===== config.mk =====
export PLATFORM = sky130hd
export DESIGN_NAME = pipe_ctrl_unit
export DESIGN_NICKNAME = d
export VERILOG_FILES = /design/src/rtl/pipe_ctrl_unit.sv
export SDC_FILE = /design/constraint.sdc
export NUM_CORES = 1
export LEC_CHECK = 0
export CAP_MARGIN = 15
export CORE_MARGIN = 1
export CORE_UTILIZATION = 30
export DETAILED_ROUTE_END_ITERATION = 16
export PLACE_DENSITY = 0.66
export SLEW_MARGIN = 0
export SYNTH_ARGS = -nofsm -noshare
export SYNTH_HDL_FRONTEND = slang
export SYNTH_SLANG_ARGS = --single-unit

===== constraint.sdc =====
create_clock -name clk -period 2.48 [get_ports clk]
set_input_delay 0.496 -clock clk [delete_from_list [all_inputs] [get_ports clk]]
set_output_delay 0.496 -clock clk [all_outputs]
set_load 0.02 [all_outputs]

===== src/rtl/pipe_ctrl_unit.sv =====
// Main controller for the 5-stage MIPS core: ID decode, ID/EX-EX/MEM-MEM/WB control
// pipeline, load-use stall, branch/jump flush and a saturating bubble counter.
module pipe_ctrl_unit #(
  parameter int ALUOP_W = 4,
  parameter int RADDR_W = 5,
  parameter int EN_EXT  = 1,
  parameter int CNT_W   = 16
) (
  input  logic               clk,
  input  logic               rst_n,
  input  logic [5:0]         opcode_id,
  input  logic [RADDR_W-1:0] rs_id,
  input  logic [RADDR_W-1:0] rt_id,
  input  logic [RADDR_W-1:0] rd_id,
  input  logic               stall_ext,
  input  logic               branch_taken_ex,
  output logic               id_ext_op,
  output logic               id_jump,
  output logic               pc_stall,
  output logic               ifid_stall,
  output logic               ifid_flush,
  output logic               ex_reg_dst,
  output logic               ex_alu_src,
  output logic               ex_branch,
  output logic               ex_bne,
  output logic [ALUOP_W-1:0] ex_alu_op,
  output logic [RADDR_W-1:0] ex_wr_addr,
  output logic               ex_illegal,
  output logic               mem_mem_write,
  output logic               wb_reg_write,
  output logic               wb_mem_to_reg,
  output logic [RADDR_W-1:0] wb_wr_addr,
  output logic [CNT_W-1:0]   bubble_cnt
);

  logic               d_reg_dst, d_branch, d_mem_to_reg, d_alu_src;
  logic               d_mem_write, d_reg_write, d_jump, d_ext, d_bne;
  logic               d_illegal, d_uses_rt;
  logic [3:0]         d_alu_op4;
  logic [RADDR_W-1:0] id_wr_addr;
  logic               id_reg_write;

  logic               ex_mem_to_reg, ex_reg_write, ex_mem_write;
  logic               mem_reg_write, mem_mem_to_reg;
  logic [RADDR_W-1:0] mem_wr_addr;

  logic load_use, flush_br, stall_lu, take_jump, bubble_id;

  // ID stage: opcode decode
  always_comb begin
    d_reg_dst   = 1'b0;
    d_branch    = 1'b0;
    d_mem_to_reg = 1'b0;
    d_alu_src   = 1'b0;
    d_alu_op4   = 4'b0000;
    d_mem_write = 1'b0;
    d_reg_write = 1'b0;
    d_jump      = 1'b0;
    d_ext       = 1'b0;
    d_bne       = 1'b0;
    d_illegal   = 1'b0;
    d_uses_rt   = 1'b0;
    case (opcode_id)
      6'b000000: begin
        d_reg_dst = 1'b1; d_alu_op4 = 4'b0010; d_reg_write = 1'b1; d_uses_rt = 1'b1;
      end
      6'b001000: begin d_alu_src = 1'b1; d_reg_write = 1'b1; end
      6'b001001: begin d_alu_src = 1'b1; d_reg_write = 1'b1; d_ext = 1'b1; end
      6'b000100: begin d_branch = 1'b1; d_alu_op4 = 4'b0001; d_uses_rt = 1'b1; end
      6'b000010: d_jump = 1'b1;
      6'b100011: begin d_mem_to_reg = 1'b1; d_alu_src = 1'b1; d_reg_write = 1'b1; end
      6'b101011: begin d_alu_src = 1'b1; d_mem_write = 1'b1; d_uses_rt = 1'b1; end
      6'b001111: begin d_alu_src = 1'b1; d_alu_op4 = 4'b0011; d_reg_write = 1'b1; end
      6'b001101: begin d_alu_src = 1'b1; d_alu_op4 = 4'b0100; d_reg_write = 1'b1; end
      6'b000101: begin
        if (EN_EXT != 0) begin
          d_branch = 1'b1; d_bne = 1'b1; d_alu_op4 = 4'b0001; d_uses_rt = 1'b1;
        end else begin
          d_illegal = 1'b1;
        end
      end
      6'b001100: begin
        if (EN_EXT != 0) begin
          d_alu_src = 1'b1; d_alu_op4 = 4'b0101; d_reg_write = 1'b1;
        end else begin
          d_illegal = 1'b1;
        end
      end
      6'b001010: begin
        if (EN_EXT != 0) begin
          d_alu_src = 1'b1; d_alu_op4 = 4'b0110; d_reg_write = 1'b1;
        end else begin
          d_illegal = 1'b1;
        end
      end
      default: d_illegal = 1'b1;
    endcase
  end

  // Writes to $zero are dropped here so they can never trigger a load-use stall
  assign id_wr_addr   = d_reg_dst ? rd_id : rt_id;
  assign id_reg_write = d_reg_write & (id_wr_addr != '0);

  assign load_use  = ex_mem_to_reg & ex_reg_write &
                     ((ex_wr_addr == rs_id) | (d_uses_rt & (ex_wr_addr == rt_id)));
  assign flush_br  = ~stall_ext & branch_taken_ex;
  assign stall_lu  = ~stall_ext & ~branch_taken_ex & load_use;
  assign take_jump = ~stall_ext & ~branch_taken_ex & ~load_use & d_jump;
  assign bubble_id = flush_br | stall_lu;

  assign pc_stall   = stall_ext | stall_lu;
  assign ifid_stall = stall_ext | stall_lu;
  assign ifid_flush = flush_br | take_jump;
  assign id_jump    = take_jump;
  assign id_ext_op  = d_ext;

  // ID/EX, EX/MEM, MEM/WB registers and bubble counter
  always_ff @(posedge clk or negedge rst_n) begin
    if (!rst_n) begin
      ex_reg_dst     <= 1'b0;
      ex_alu_src     <= 1'b0;
      ex_branch      <= 1'b0;
      ex_bne         <= 1'b0;
      ex_alu_op      <= '0;
      ex_wr_addr     <= '0;
      ex_illegal     <= 1'b0;
      ex_mem_to_reg  <= 1'b0;
      ex_reg_write   <= 1'b0;
      ex_mem_write   <= 1'b0;
      mem_mem_write  <= 1'b0;
      mem_reg_write  <= 1'b0;
      mem_mem_to_reg <= 1'b0;
      mem_wr_addr    <= '0;
      wb_reg_write   <= 1'b0;
      wb_mem_to_reg  <= 1'b0;
      wb_wr_addr     <= '0;
      bubble_cnt     <= '0;
    end else if (!stall_ext) begin
      if (bubble_id) begin
        ex_reg_dst    <= 1'b0;
        ex_alu_src    <= 1'b0;
        ex_branch     <= 1'b0;
        ex_bne        <= 1'b0;
        ex_alu_op     <= '0;
        ex_wr_addr    <= '0;
        ex_illegal    <= 1'b0;
        ex_mem_to_reg <= 1'b0;
        ex_reg_write  <= 1'b0;
        ex_mem_write  <= 1'b0;
      end else begin
        ex_reg_dst    <= d_reg_dst;
        ex_alu_src    <= d_alu_src;
        ex_branch     <= d_branch;
        ex_bne        <= d_bne;
        ex_alu_op     <= ALUOP_W'(d_alu_op4);
        ex_wr_addr    <= id_wr_addr;
        ex_illegal    <= d_illegal;
        ex_mem_to_reg <= d_mem_to_reg;
        ex_reg_write  <= id_reg_write;
        ex_mem_write  <= d_mem_write;
      end
      mem_mem_write  <= ex_mem_write;
      mem_reg_write  <= ex_reg_write;
      mem_mem_to_reg <= ex_mem_to_reg;
      mem_wr_addr    <= ex_wr_addr;
      wb_reg_write   <= mem_reg_write;
      wb_mem_to_reg  <= mem_mem_to_reg;
      wb_wr_addr     <= mem_wr_addr;
      if (stall_lu && (bubble_cnt != '1)) bubble_cnt <= bubble_cnt + 1'b1;
    end
  end

endmodule


==> results.yml <==
logic_synthesis:
  avgSynthCellArea_um2: 10.6
  ys.flop_type: "dfrtp_1"
  yosysSeqAreaShare: 0.455
  synth_cell_types: 49
  synth-edff-count: 0
  synth_top_area_cell: "dfrtp_1"
  synth.top_cell.area_share: 0.455
  synth_common_cells: "dfrtp_1, nand2_1, xor2_1"
  synth_nets: 269
  synth_most_common_cell: "dfrtp_1"
  yosys-top-cells-area: "dfrtp_1, mux2_2, xor2_1"
  netlist_instances: 243
  synth_seq_cells: 47
  synth-async-reset-ratio: 1.00
  yosysWarningCount: 0
  netlist_area_um2: 2580
cells_and_area:
  largest_reg_flops: 16
  fin_cells: 449
  regMostFlops: "bubble_cnt"
  finalNetCount: 369
  utilization: 0.452
  n_antenna_cell: 0
  areaGrowthSynthToFinish_pct: 44.5
  drive_gt1_frac: 0.285
run_status:
  status: "completed"
global_routing:
  gr-total-overflow: 0
  grt_pass1_wl_um: 10200
  grt_use_total: 0.148
  antenna_found_initial: 0
  grt_max_degree: 27
  first_global_vias: 2129
clock_tree:
  cts_tree: "done"
  cts_max_level: 2
  cts_setup_buffers: 0
  clk_path_buf_depth: 2
  cts.sinks: 47
  clk_latency_ns: 0.31
  ctsHoldBuffers: 0
  root_buffer: "clkbuf_8"
  clkSlewWorstSetupHoldPaths_ns: 0.09
  cts_buffers: 5
setup_path:
  critPathBufInv: 3
  critical-path-top-delay-family: "buffers and inverters"
  crit_required_ns: 1.98
  crit_path_end_kind: "output pin"
  start_kind: "primary input"
  worst_path_max_delay_cell: "clkdlybuf4s50_1"
  crit_top_cell: "buf_4"
  worstPathMaxFanout: 4
  crit_chain: "clkdlybuf4s50_1 -> xor2_1 -> nor3_1 -> buf_4 -> nand3_4 -> nand3_1 -> nor3_2 -> buf_4"
  path_class: "primary input to output pin"
  slowest_delay_ns: 0.49
  critical_path_arrival_ns: 1.89
die:
  io_pins: 68
  die_w_um: 94.8
  core-area_um2: 8260
  dieArea_um2: 8990
  die_h_um: 94.8
  initial_utilization: 0.313
  rows: 33
power:
  internal-power_mw: 1.30
  leakage_nw: 1.70
  power_density_nw_per_um2: 467
  power_switching_mw: 0.445
  power.share.clock: 0.339
  p_comb_frac: 0.187
  peakVddDrop_mv: 0.242
  pwr-share-seq: 0.474
  switching_share: 0.255
placement:
  placement.io_buffers: 66
  dpl.cell_count: 441
  dp_hpwl_um: 4710
  place_congestion: 0.802
flow_run:
  maxCapViolations: 0
sta:
  max_freq_mhz: 418
  finalSetupViolations: 0
  tightest_slew_ns: 0.541
  grt_setup_unrepaired: "true"
  fin_worst_skew_ns: 0.0105
  min_period_over_period: 0.964
  maxSlewHeadroom: 0.640
  hold_violations: 0
  slew_violations: 0
  fin_crit_ns: 2.39
detailed_routing:
  drt-total-wl_um: 6350
  drcViolationCount: 0
  ant_nets: 0
  drt-initial-drc-count: 66
  avgRoutedWirePerCell_um: 14.1
  via_count: 2222
  drtPass1Iterations: 4
  via_per_inst: 4.95
hold_path:
  hold_path.class: "primary input to asynchronous set/reset pin"
[per-stage QoR]
| step | hold slack, ns | total power [mW] | setup TNS (ns) | setup WS [ns] | instance area (µm²) |
|---|---|---|---|---|---|
| final | 0.162 | 1.74 | 0 | 0.0894 | 3730 |
| after global routing | 0.203 | 1.82 | -0.00764 | -0.00764 | 3730 |
| after CTS | 0.182 | 1.77 | 0 | 0.0106 | 3710 |
| after detailed placement | 0.478 | 1.18 | -3.23 | -0.582 | 3610 |
| after global placement | 0.474 | 1.17 | -3.16 | -0.577 | 3610 |
| after floorplan | 0.200 | 0.988 | 0 | 0.00917 | 2580 |
[metal layers]
layer | vias to the layer above | wire length [µm] | share of wire | track usage
met5 | - | 0 | 0 | 0
met4 | 0 | 95 | 0.015 | 0.0492
met3 | 10 | 308 | 0.049 | 0.0258
met2 | 61 | 3140 | 0.49 | 0.259
met1 | 1086 | 2800 | 0.44 | 0.182
li1 | 1065 | - | - | -
[path summary, 6_finish.rpt]
check	slack, ns	from	cells after the start	end
min in group clk	0.50	bubble_cnt[5]	1	bubble_cnt[5]
hold reg to reg	0.50	bubble_cnt[5]	1	bubble_cnt[5]
setup reg to reg	0.24	ex_wr_addr[2]	7	bubble_cnt[14]
max in group asynchronous	1.76	rst_n	2	ex_wr_addr[3]
setup / recovery	0.09	rt_id[1]	8	id_jump
hold / removal	0.16	rst_n	1	wb_mem_to_reg
[cell families after synthesis]
| logic type | Yosys count | synth area share |
|---|---|---|
| buf+inv | 21 | 0.0469 |
| flops | 47 | 0.455 |
| other cells | 1 | 0.00145 |
| mux | 22 | 0.0934 |
| compound gates | 46 | 0.150 |
| xor+xnor | 25 | 0.0847 |
| fa+ha+maj | 1 | 0.00484 |
| simple gates | 80 | 0.164 |
[layout by cell type, fill, tap and decap left out, types with 3 or more instances in the layout]
cell,n
dlygate4sd2_1,9
nand2_1,31
xor2_1,20
o31ai_1,4
mux2i_1,5
nand3_1,9
dfrtp_1,46
a21oi_1,4
a211oi_2,10
xnor2_1,5
mux2_2,16
clkbuf_8,6
clkdlybuf4s50_1,46
inv_1,3
o21ai_0,14
buf_4,47
nand4_1,5
nor2_1,10
dlymetal6s2s_1,4
nor3_1,3
[power by group through the flow]
stage	Combinational [mW]	Sequential (mW)	Clock [mW]
2_1_floorplan	0.119	0.870	0
3_3_place_gp	0.330	0.841	0
3_5_place_dp	0.335	0.842	0
4_1_cts	0.331	0.827	0.609
5_1_grt	0.354	0.832	0.638
6_report	0.326	0.826	0.591
[worst reg2reg max path, stage by stage, from the launching register on]
cell and delay, ns:
dfrtp_1 0.43, xor2_1 0.17, nor4_2 0.32, buf_4 0.17
nand3_4 0.09, buf_4 0.23, a2111oi_4 0.37, mux2_1 0.35
[area by class of cell]
type,count,area [µm²]
flip-flops and latches,47,1180
clock buffers,6,82.6
repair buffers,111,993
clock inverters,2,35.0
inverters,3,11.3
well taps,105,131
multi-input cells,175,1300
fillers,788,4520
[repair_timing]
action | in CTS | in global routing
endpoints found under the setup margin | 5 | 4
pin swaps | 12 | 5
resized for setup | 39 | 8
Power figures use the tool's default switching activity.
